<file path="config.mk">
export PLATFORM = sky130hd
export DESIGN_NAME = mm_loop_sequencer
export DESIGN_NICKNAME = d
export VERILOG_FILES = /design/src/rtl/mm_pkg.sv /design/src/rtl/idx_wrap_cnt.sv /design/src/rtl/mm_loop_sequencer.sv
export SDC_FILE = /design/constraint.sdc
export NUM_CORES = 1
export LEC_CHECK = 0
export BUFFER_PORTS_ARGS = -buffer_cell sky130_fd_sc_hd__buf_2
export CORE_ASPECT_RATIO = 1.25
export CORE_MARGIN = 2
export CORE_UTILIZATION = 49
export CTS_CLUSTER_SIZE = 24
export DETAILED_ROUTE_END_ITERATION = 16
export GPL_TIMING_DRIVEN = 0
export HOLD_SLACK_MARGIN = 0.1
export PLACE_DENSITY = 0.81
export SLEW_MARGIN = 20
export SYNTH_ARGS = -nofsm -noshare
export SYNTH_HDL_FRONTEND = slang
export SYNTH_SLANG_ARGS = --single-unit
</file>
<file path="constraint.sdc">
create_clock -name clk -period 2.4 [get_ports clk]
set_clock_uncertainty 0.1 [all_clocks]
set_input_delay 0.24 -clock clk [delete_from_list [all_inputs] [get_ports clk]]
set_output_delay 0.24 -clock clk [all_outputs]
set_load 0.05 [all_outputs]
</file>
<file path="src/rtl/mm_pkg.sv">
// Shared types for the matrix accelerator compute side.
// Sequencer state, default index width and the MAC op bundle.
package mm_pkg;

  localparam int DEF_IDX_W = 16;

  typedef enum logic [1:0] {
    IDLE,
    ISSUE,
    DRAIN,
    FINISH
  } seq_state_t;

  typedef struct packed {
    logic [DEF_IDX_W-1:0] i;
    logic [DEF_IDX_W-1:0] j;
    logic [DEF_IDX_W-1:0] k;
    logic                 first;
    logic                 last;
  } mm_op_t;

  function automatic logic dim_ok(
    input logic [31:0] d,
    input int          w
  );
    logic [32:0] lim;
    lim = 33'd1 << w;
    return (d != 32'd0) && ({1'b0, d} <= lim);
  endfunction

endpackage

</file>
<file path="src/rtl/idx_wrap_cnt.sv">
// Index counter that wraps to zero after reaching max.
// wrap flags the increment that performs the wrap, for chaining.
module idx_wrap_cnt #(
  parameter int IDX_W = 16
) (
  input  logic             clk,
  input  logic             rst_n,
  input  logic             clr,
  input  logic             inc,
  input  logic [IDX_W-1:0] max,
  output logic [IDX_W-1:0] q,
  output logic             wrap
);

  localparam logic [IDX_W-1:0] ONE = IDX_W'(1);

  assign wrap = inc && (q == max);

  always_ff @(posedge clk) begin
    if (!rst_n) begin
      q <= '0;
    end else if (clr) begin
      q <= '0;
    end else if (inc) begin
      q <= wrap ? '0 : q + ONE;
    end
  end

endmodule

</file>
<file path="src/rtl/mm_loop_sequencer.sv">
// Walks i/j/k over M x N x K and issues one MAC op per triple,
// then waits for the datapath to drain before pulsing done.
module mm_loop_sequencer
  import mm_pkg::*;
#(
  parameter int IDX_W = DEF_IDX_W
) (
  input  logic             clk,
  input  logic             rst_n,
  input  logic [31:0]      cfg_m,
  input  logic [31:0]      cfg_k,
  input  logic [31:0]      cfg_n,
  input  logic             start,
  output logic             done,
  output logic             busy,
  output logic             cfg_err,
  output logic             op_valid,
  input  logic             op_ready,
  output logic [IDX_W-1:0] op_i,
  output logic [IDX_W-1:0] op_j,
  output logic [IDX_W-1:0] op_k,
  output logic             op_first,
  output logic             op_last,
  input  logic             dp_idle
);

  localparam logic [IDX_W-1:0] ONE = IDX_W'(1);

  seq_state_t       state;
  seq_state_t       state_nx;
  logic [IDX_W-1:0] max_m;
  logic [IDX_W-1:0] max_k;
  logic [IDX_W-1:0] max_n;
  logic             accept;
  logic             bad;
  logic             hs;
  logic             k_wrap;
  logic             j_wrap;
  logic             i_wrap;

  assign accept   = (state == IDLE) && start;
  assign bad      = !dim_ok(cfg_m, IDX_W) ||
                    !dim_ok(cfg_k, IDX_W) ||
                    !dim_ok(cfg_n, IDX_W);
  assign op_valid = (state == ISSUE);
  assign hs       = op_valid && op_ready;
  assign done     = (state == FINISH);
  assign busy     = (state != IDLE);

  idx_wrap_cnt #(.IDX_W(IDX_W)) u_k (
    .clk  (clk),
    .rst_n(rst_n),
    .clr  (accept),
    .inc  (hs),
    .max  (max_k),
    .q    (op_k),
    .wrap (k_wrap)
  );

  idx_wrap_cnt #(.IDX_W(IDX_W)) u_j (
    .clk  (clk),
    .rst_n(rst_n),
    .clr  (accept),
    .inc  (k_wrap),
    .max  (max_n),
    .q    (op_j),
    .wrap (j_wrap)
  );

  idx_wrap_cnt #(.IDX_W(IDX_W)) u_i (
    .clk  (clk),
    .rst_n(rst_n),
    .clr  (accept),
    .inc  (j_wrap),
    .max  (max_m),
    .q    (op_i),
    .wrap (i_wrap)
  );

  always_ff @(posedge clk) begin
    if (!rst_n) begin
      state <= IDLE;
    end else begin
      state <= state_nx;
    end
  end

  always_comb begin
    state_nx = state;
    unique case (state)
      IDLE:    if (start) state_nx = bad ? FINISH : ISSUE;
      ISSUE:   if (i_wrap) state_nx = DRAIN;
      DRAIN:   if (dp_idle) state_nx = FINISH;
      FINISH:  state_nx = IDLE;
      default: state_nx = IDLE;
    endcase
  end

  // first/last track the k value the counter will hold next
  always_ff @(posedge clk) begin
    if (!rst_n) begin
      max_m    <= '0;
      max_k    <= '0;
      max_n    <= '0;
      cfg_err  <= 1'b0;
      op_first <= 1'b0;
      op_last  <= 1'b0;
    end else if (accept) begin
      max_m    <= IDX_W'(cfg_m - 32'd1);
      max_k    <= IDX_W'(cfg_k - 32'd1);
      max_n    <= IDX_W'(cfg_n - 32'd1);
      cfg_err  <= bad;
      op_first <= !bad;
      op_last  <= !bad && (cfg_k == 32'd1);
    end else if (hs) begin
      if (i_wrap) begin
        op_first <= 1'b0;
        op_last  <= 1'b0;
      end else begin
        op_first <= k_wrap;
        op_last  <= k_wrap ? (max_k == '0)
                           : ((op_k + ONE) == max_k);
      end
    end
  end

endmodule

</file>
Word level (Yosys, flattened, before mapping)
Index checks and enable logic that the tools add are counted.

operators by class
  $add $sub $neg = 6
  order comparisons = 3
  equality and inequality tests = 11
  muxes and demuxes = 15
  bitwise gates (word level) = 1
  reductions and logical operators = 24

operators by type and width
  cell                                                              count
  less-or-equal comparator 32 x 17 -> 1 bit, second input constant  3
  nonzero test 32 bit                                               3
  equality test 16 bit                                              4
  adder 16 x 1 -> 16 bit, second input constant                     3
  2-to-1 mux 16 bit                                                 3
  subtractor 16 x 1 -> 16 bit, second input constant                3
  equality test 32 x 1 -> 1 bit, second input constant              1
  logical NOT 16 bit                                                1
  logical AND 1 bit                                                 9
  2-to-1 mux 2 bit                                                  4
  one-hot mux 2 bit (4 select lines)                                1
  2-to-1 mux 1 bit                                                  7
  equality test 2 bit, second input constant                        2
  logical NOT 1 bit                                                 4
  inequality test 2 bit, second input constant                      2
  nonzero test 2 bit                                                2
  AND reduction 3 bit                                               1
  equality test 2 x 1 -> 1 bit, second input constant               1
  logical NOT 2 bit                                                 1
  logical OR 1 bit                                                  2
  inequality test 2 x 1 -> 1 bit, second input constant             1
  OR reduction 2 bit                                                1
  NOT 1 bit                                                         1

word-level totals
  register bits after elaboration = 101
  output and inout bits = 54
  logic and storage cells = 70

Logic depth before layout (Yosys ltp)
  word-level depth = 8
  mapped depth = 10
  gate-level depth less buffers = 9

Hierarchy
A second synthesis with hierarchy kept.

unflattened totals
  cells, all modules = 750
  area, all modules = 6343.6 um^2

modules (own cells, without submodules)
  module             times used  cells each  area each (um^2)  seq. area each (um^2)
  mm_loop_sequencer  1           429         3502.1            1061.0
  idx_wrap_cnt       3           107         947.2             320.3

Worst setup path before layout
OpenSTA, ideal clock, no wires.

  path type = reg2reg
  from = register state[1]
  to = register u_i.q[15]
  setup time = 0.073 ns
  arrival time = 2.812 ns
  data required time = 2.227 ns
  setup slack = -0.584 ns
  stages on the path, launching flop included = 11
  buffers on the path = 1
  cell sequence = dfxtp_1 -> inv_1 -> ha_1 -> and2_1 -> nand4_2 -> nor3_4 -> nand3_2 -> or3_1 -> clkbuf_2 -> or4_1 -> a21oi_1

on the way
  cells in the longest elaborated chain, start to end = 6

ends and longest elaborated chain
  what                                 RTL line                 RTL
  start: declaration                   mm_loop_sequencer.sv:29  seq_state_t state;
  start signal: assignment             mm_loop_sequencer.sv:84  state <= state_nx;
  equality test 2 x 1 -> 1 bit (*)     mm_loop_sequencer.sv:45  assign op_valid = (state == ISSUE);
  named net op_valid                   mm_loop_sequencer.sv:17  output logic op_valid,
  logical AND 1 bit (*)                mm_loop_sequencer.sv:46  assign hs = op_valid && op_ready;
  logical AND 1 bit (*) (2 in series)  idx_wrap_cnt.sv:17       assign wrap = inc && (q == max);
  logical AND 1 bit                    idx_wrap_cnt.sv:17
  2-to-1 mux 16 bit                    idx_wrap_cnt.sv:25       q <= wrap ? '0 : q + ONE;
  end signal: assignment               idx_wrap_cnt.sv:25
  end: declaration                     idx_wrap_cnt.sv:11       output logic [IDX_W-1:0] q,

The timed path passes the listed nets; every way through them passes the cells marked *.
A chain may end at the register's enable or synchronous reset.

Worst setup path in the final report
  from = register state[1]
  to = register u_i.q[15]

on the way
  cells in the longest elaborated chain, start to end = 6

ends and longest elaborated chain
  what                             RTL line
  equality test 2 x 1 -> 1 bit     mm_loop_sequencer.sv:45
  logical AND 1 bit                mm_loop_sequencer.sv:46
  logical AND 1 bit (3 in series)  idx_wrap_cnt.sv:17
  2-to-1 mux 16 bit                idx_wrap_cnt.sv:25

Several ways; a longest one is shown, not always the timed one.

==> flow_summary.json <==
{
  "outcome": "finished, violations left",
  "max-cap-violations": 0,
  "chipWidth_um": 103,
  "clk_latency_ns": 0.35,
  "timing.rr.start": "state[1]",
  "clock_pin_transition_on_the_worst_setup_and_hold_timing_paths_ns": 0.07,
  "worst_r2r_endpoint": "u_i.q[15]",
  "portBuffers": 153,
  "power_frac_comb_pct": 37.8,
  "placeableCoreArea_mm2": 0.0120,
  "grt.met3_usage_pct": 4.63,
  "route.final.wire_length_um": 18400,
  "cts_num_sinks": 101,
  "rsz_0062_raised_after_global_routing": "yes",
  "routed_via_density": 5.75,
  "critical_path_startpoint": "state[1]",
  "fillers": 1008,
  "max_stage_delay_on_crit_path_ns": 0.43,
  "cts_tree": "yes",
  "drcViolationCount": 0,
  "power.switching_fraction_pct": 37.8,
  "dpl.hpwl_um": 13100,
  "global_route.usage.met1_pct": 34.9,
  "design.final.nets": 1047,
  "fp-row-count": 45,
  "synthArstFlopShare_pct": 0,
  "critical-path-top-delay-family": "simple AND/OR/NAND/NOR gates",
  "seqPwrFrac_pct": 36.1,
  "max_slew.worst_pin.slew_ns": 0.699,
  "final_antenna_net_count": 0,
  "area_enclosed_by_the_die_boundary_mm2": 0.0131,
  "grt_remaining_overflow": 0,
  "whs_endpoint": "max_m[11]",
  "cts_max_path_buffers": 2,
  "route.detailed.wl_per_inst_um": 16.7,
  "antenna_found_initial": 0,
  "worstPathCellList": "inv_4, ha_4, and2_4, nand4_4, nor3_4, nand3_4, or3_4, or4_4, a21oi_2",
  "class_of_the_tightest_hold_or_removal_check": "input port to flop",
  "worstPathMaxFanout": 5,
  "layout_min_cycle_time_ns": 2.43,
  "synth_cells": 741,
  "timing.final.max_slew_violations": 0,
  "postSynthAreaPerCell_um2": 8.09,
  "p_clk_share_pct": 26.1,
  "grt_util_all_layers_pct": 27.6,
  "synth_enable_flop_cells": 0,
  "numCtsBuffers": 9,
  "timing.final.crit_share_pct": 101,
  "cell_with_the_largest_stage_delay_on_the_worst_path": "sky130_fd_sc_hd__or4_4",
  "report.final.setup_viol": 1,
  "achievable-frequency_mhz": 411,
  "drt_pass1_iterations": 5,
  "wire_length_of_the_first_global_routing_pass_um": 28800,
  "power.static_leakage_nw": 2.96,
  "grt_busiest_layer": "met2",
  "maxSlewHeadroom_pct": 53.0,
  "grt_use_met2_pct": 46.6,
  "peak_supply_drop_mv": 0.718,
  "failed_checks": "setup timing",
  "insertedDiodeCount": 0,
  "num_vias": 6326,
  "synth.ff_latch_count": 101,
  "count_of_unique_library_cells_instantiated_by_yosys": 52,
  "drt_iter0_drc": 427,
  "setup.worst_path.class": "flop to flop",
  "hold_viol": 0,
  "regToRegSetupSlack_ns": -0.03,
  "gp_congestion": 0.910,
  "synth_sequential_area_ratio_pct": 33.7,
  "worst_slack_ns": -0.0323,
  "grt_pass1_vias": 6020,
  "power_per_cell_area_mw_per_mm2": 768,
  "cp.arrival_ns": 2.62,
  "power.total_mw": 6.11,
  "switchingPower_mw": 2.31,
  "timing.hold.worst.start": "cfg_m[11]",
  "internal-power_mw": 3.80,
  "place_inst": 1058,
  "die_height_um": 128,
  "cts_root_buf": "sky130_fd_sc_hd__clkbuf_16",
  "yosys_warnings": 0,
  "fin_cells": 1100,
  "worstSetupEndpointType": "flop",
  "clock_tree.htree_level_count": 3,
  "worst-path-buf-inv": 1,
  "min_delay_path_depth": 3,
  "drive_above_1_share_pct": 31.3,
  "synth-main-ff-cell": "sky130_fd_sc_hd__dfxtp_1",
  "post_synth_instance_area_mm2": 0.00599,
  "worstRegToRegCells": 9,
  "critical_path.startpoint_type": "flop",
  "syn-num-nets": 857,
  "initial_utilization_pct": 49.7,
  "io_pins": 155,
  "syn_to_final_growth_pct": 32.9,
  "cp_data_required_time_ns": 2.59,
  "grt_start_max_net_pins": 18
}
metrics by stage:
stage / hold slack [ns] / cell area [um^2] / setup WS [ns] / setup TNS [ns] / util (%)
2_1_floorplan: 0.236 / 6130 / -0.0475 / -0.0475 / -
3_3_place_gp: 0.387 / 7100 / -0.324 / -7.66 / 58.9
3_5_place_dp: 0.396 / 7100 / -0.382 / -8.40 / 58.9
4_1_cts: 0.102 / 7720 / -0.0509 / -0.0687 / 64.1
5_1_grt: 0.103 / 7960 / -0.0980 / -0.400 / 66.1
6_report: 0.108 / 7960 / -0.0323 / -0.0323 / 66.1
synthesized netlist by cell type, drive strengths merged (3+ instances only):
master / instances / area, um^2
a211oi: 39 / 293
a21oi: 28 / 140
a311oi: 7 / 61.3
a31oi: 5 / 31.3
and2: 4 / 25.0
and3: 5 / 31.3
and4: 3 / 26.3
buf: 12 / 66.3
clkbuf: 22 / 83.8
dfxtp: 101 / 2020
ha: 15 / 188
inv: 16 / 60.1
mux2i: 3 / 30.0
nand2: 48 / 180
nand2b: 6 / 37.5
nand3: 27 / 140
nand4: 33 / 213
nor2: 101 / 379
nor2b: 3 / 18.8
nor3: 24 / 131
nor4: 34 / 225
o21ai: 32 / 160
o31ai: 4 / 30.0
or2: 3 / 18.8
or3: 25 / 156
or4: 5 / 37.5
xnor2: 77 / 701
xor2: 37 / 324
power by group through the flow:
stage / registers (mW) / clock network, mW / logic, mW
floorplan: 2.17 / 0 / 1.37
global placement: 2.19 / 0 / 1.86
detailed placement: 2.19 / 0 / 1.88
CTS: 2.17 / 1.60 / 2.10
global route: 2.23 / 1.67 / 2.52
finish: 2.20 / 1.60 / 2.31
how the worst max path moves through the flow:
| stage | to | depth (start not counted) |
|---|---|---|
| after global placement | u_j.q[6] | 8 |
| final | u_i.q[15] | 9 |
| after detailed placement | u_j.q[9] | 8 |
| after CTS | u_i.q[15] | 8 |
| after global routing | u_i.q[15] | 7 |
| after floorplan | u_i.q[15] | 9 |
cell families (layout without fill, tap and decap cells):
| family | after synthesis | in the layout | synth area share (%) |
|---|---|---|---|
| AND/OR/NAND/NOR | 330 | 331 | 28.3 |
| AO/OA/AOI/OAI | 128 | 128 | 13.7 |
| XOR/XNOR | 114 | 114 | 17.1 |
| flip-flops | 101 | 101 | 33.7 |
| buffers and inverters | 50 | 244 | 3.51 |
| adder cells (fa/ha/maj) | 15 | 15 | 3.13 |
| multiplexers | 3 | 3 | 0.501 |
layout make-up:
cell class / count / area, um^2 / share of cell area, %
flip-flops and latches: 101 / 2100 / 26.4
well taps: 164 / 205 / 2.58
plain buffers: 28 / 146 / 1.84
clock buffers: 11 / 264 / 3.32
clock inverters: 5 / 62.6 / 0.786
repair buffers: 184 / 1020 / 12.8
inverters: 16 / 62.6 / 0.786
multi-input cells: 591 / 4100 / 51.5
sequential cells by signal (all words and copies together), names as in the netlist:
register	count
max_k	16
u_j.q	16
max_n	16
u_i.q	16
op_first	1
u_k.q	16
cfg_err	1
state	2
max_m	16
op_last	1
what timing repair did:
| action | 4_1_cts | 5_1_grt |
|---|---|---|
| hold endpoints to repair | 6 | 0 |
| setup buffers | 15 | 11 |
| setup endpoints to repair | 47 | 70 |
| cloned | 1 | 0 |
| pin swaps | 15 | 27 |
| gates resized for setup | 24 | 50 |
| hold buffers | 6 | 0 |
routing by layer:
layer | wire [um] | share of wire [%]
met1 | 7540 | 41
met2 | 9180 | 50
met3 | 1140 | 6.2
met4 | 503 | 2.7
met5 | 0 | 0
placed cells by master (no fill, tap or decap), types with 10 or more instances in the layout:
cell type / count
sky130_fd_sc_hd__buf_2: 155
sky130_fd_sc_hd__nor2_1: 101
sky130_fd_sc_hd__xnor2_1: 68
sky130_fd_sc_hd__dfxtp_1: 62
sky130_fd_sc_hd__nand2_1: 47
sky130_fd_sc_hd__a211oi_1: 38
sky130_fd_sc_hd__nand4_1: 32
sky130_fd_sc_hd__o21ai_0: 32
sky130_fd_sc_hd__xor2_1: 32
sky130_fd_sc_hd__nor4_1: 27
sky130_fd_sc_hd__a21oi_1: 26
sky130_fd_sc_hd__dfxtp_2: 26
sky130_fd_sc_hd__buf_4: 25
sky130_fd_sc_hd__or3_1: 24
sky130_fd_sc_hd__nand3_1: 23
sky130_fd_sc_hd__nor3_1: 21
sky130_fd_sc_hd__inv_1: 15
sky130_fd_sc_hd__ha_1: 13
sky130_fd_sc_hd__dfxtp_4: 13
sky130_fd_sc_hd__clkbuf_1: 12
sky130_fd_sc_hd__clkbuf_16: 10
worst register-to-register path, cell delays in order, from the launching register on:
cell and delay (ns):
sky130_fd_sc_hd__dfxtp_4 0.36, sky130_fd_sc_hd__inv_4 0.07, sky130_fd_sc_hd__ha_4 0.14, sky130_fd_sc_hd__and2_4 0.17
sky130_fd_sc_hd__nand4_4 0.09, sky130_fd_sc_hd__nor3_4 0.33, sky130_fd_sc_hd__nand3_4 0.14, sky130_fd_sc_hd__or3_4 0.42
sky130_fd_sc_hd__or4_4 0.43, sky130_fd_sc_hd__a21oi_2 0.14
(Power assumes the default switching activity.)
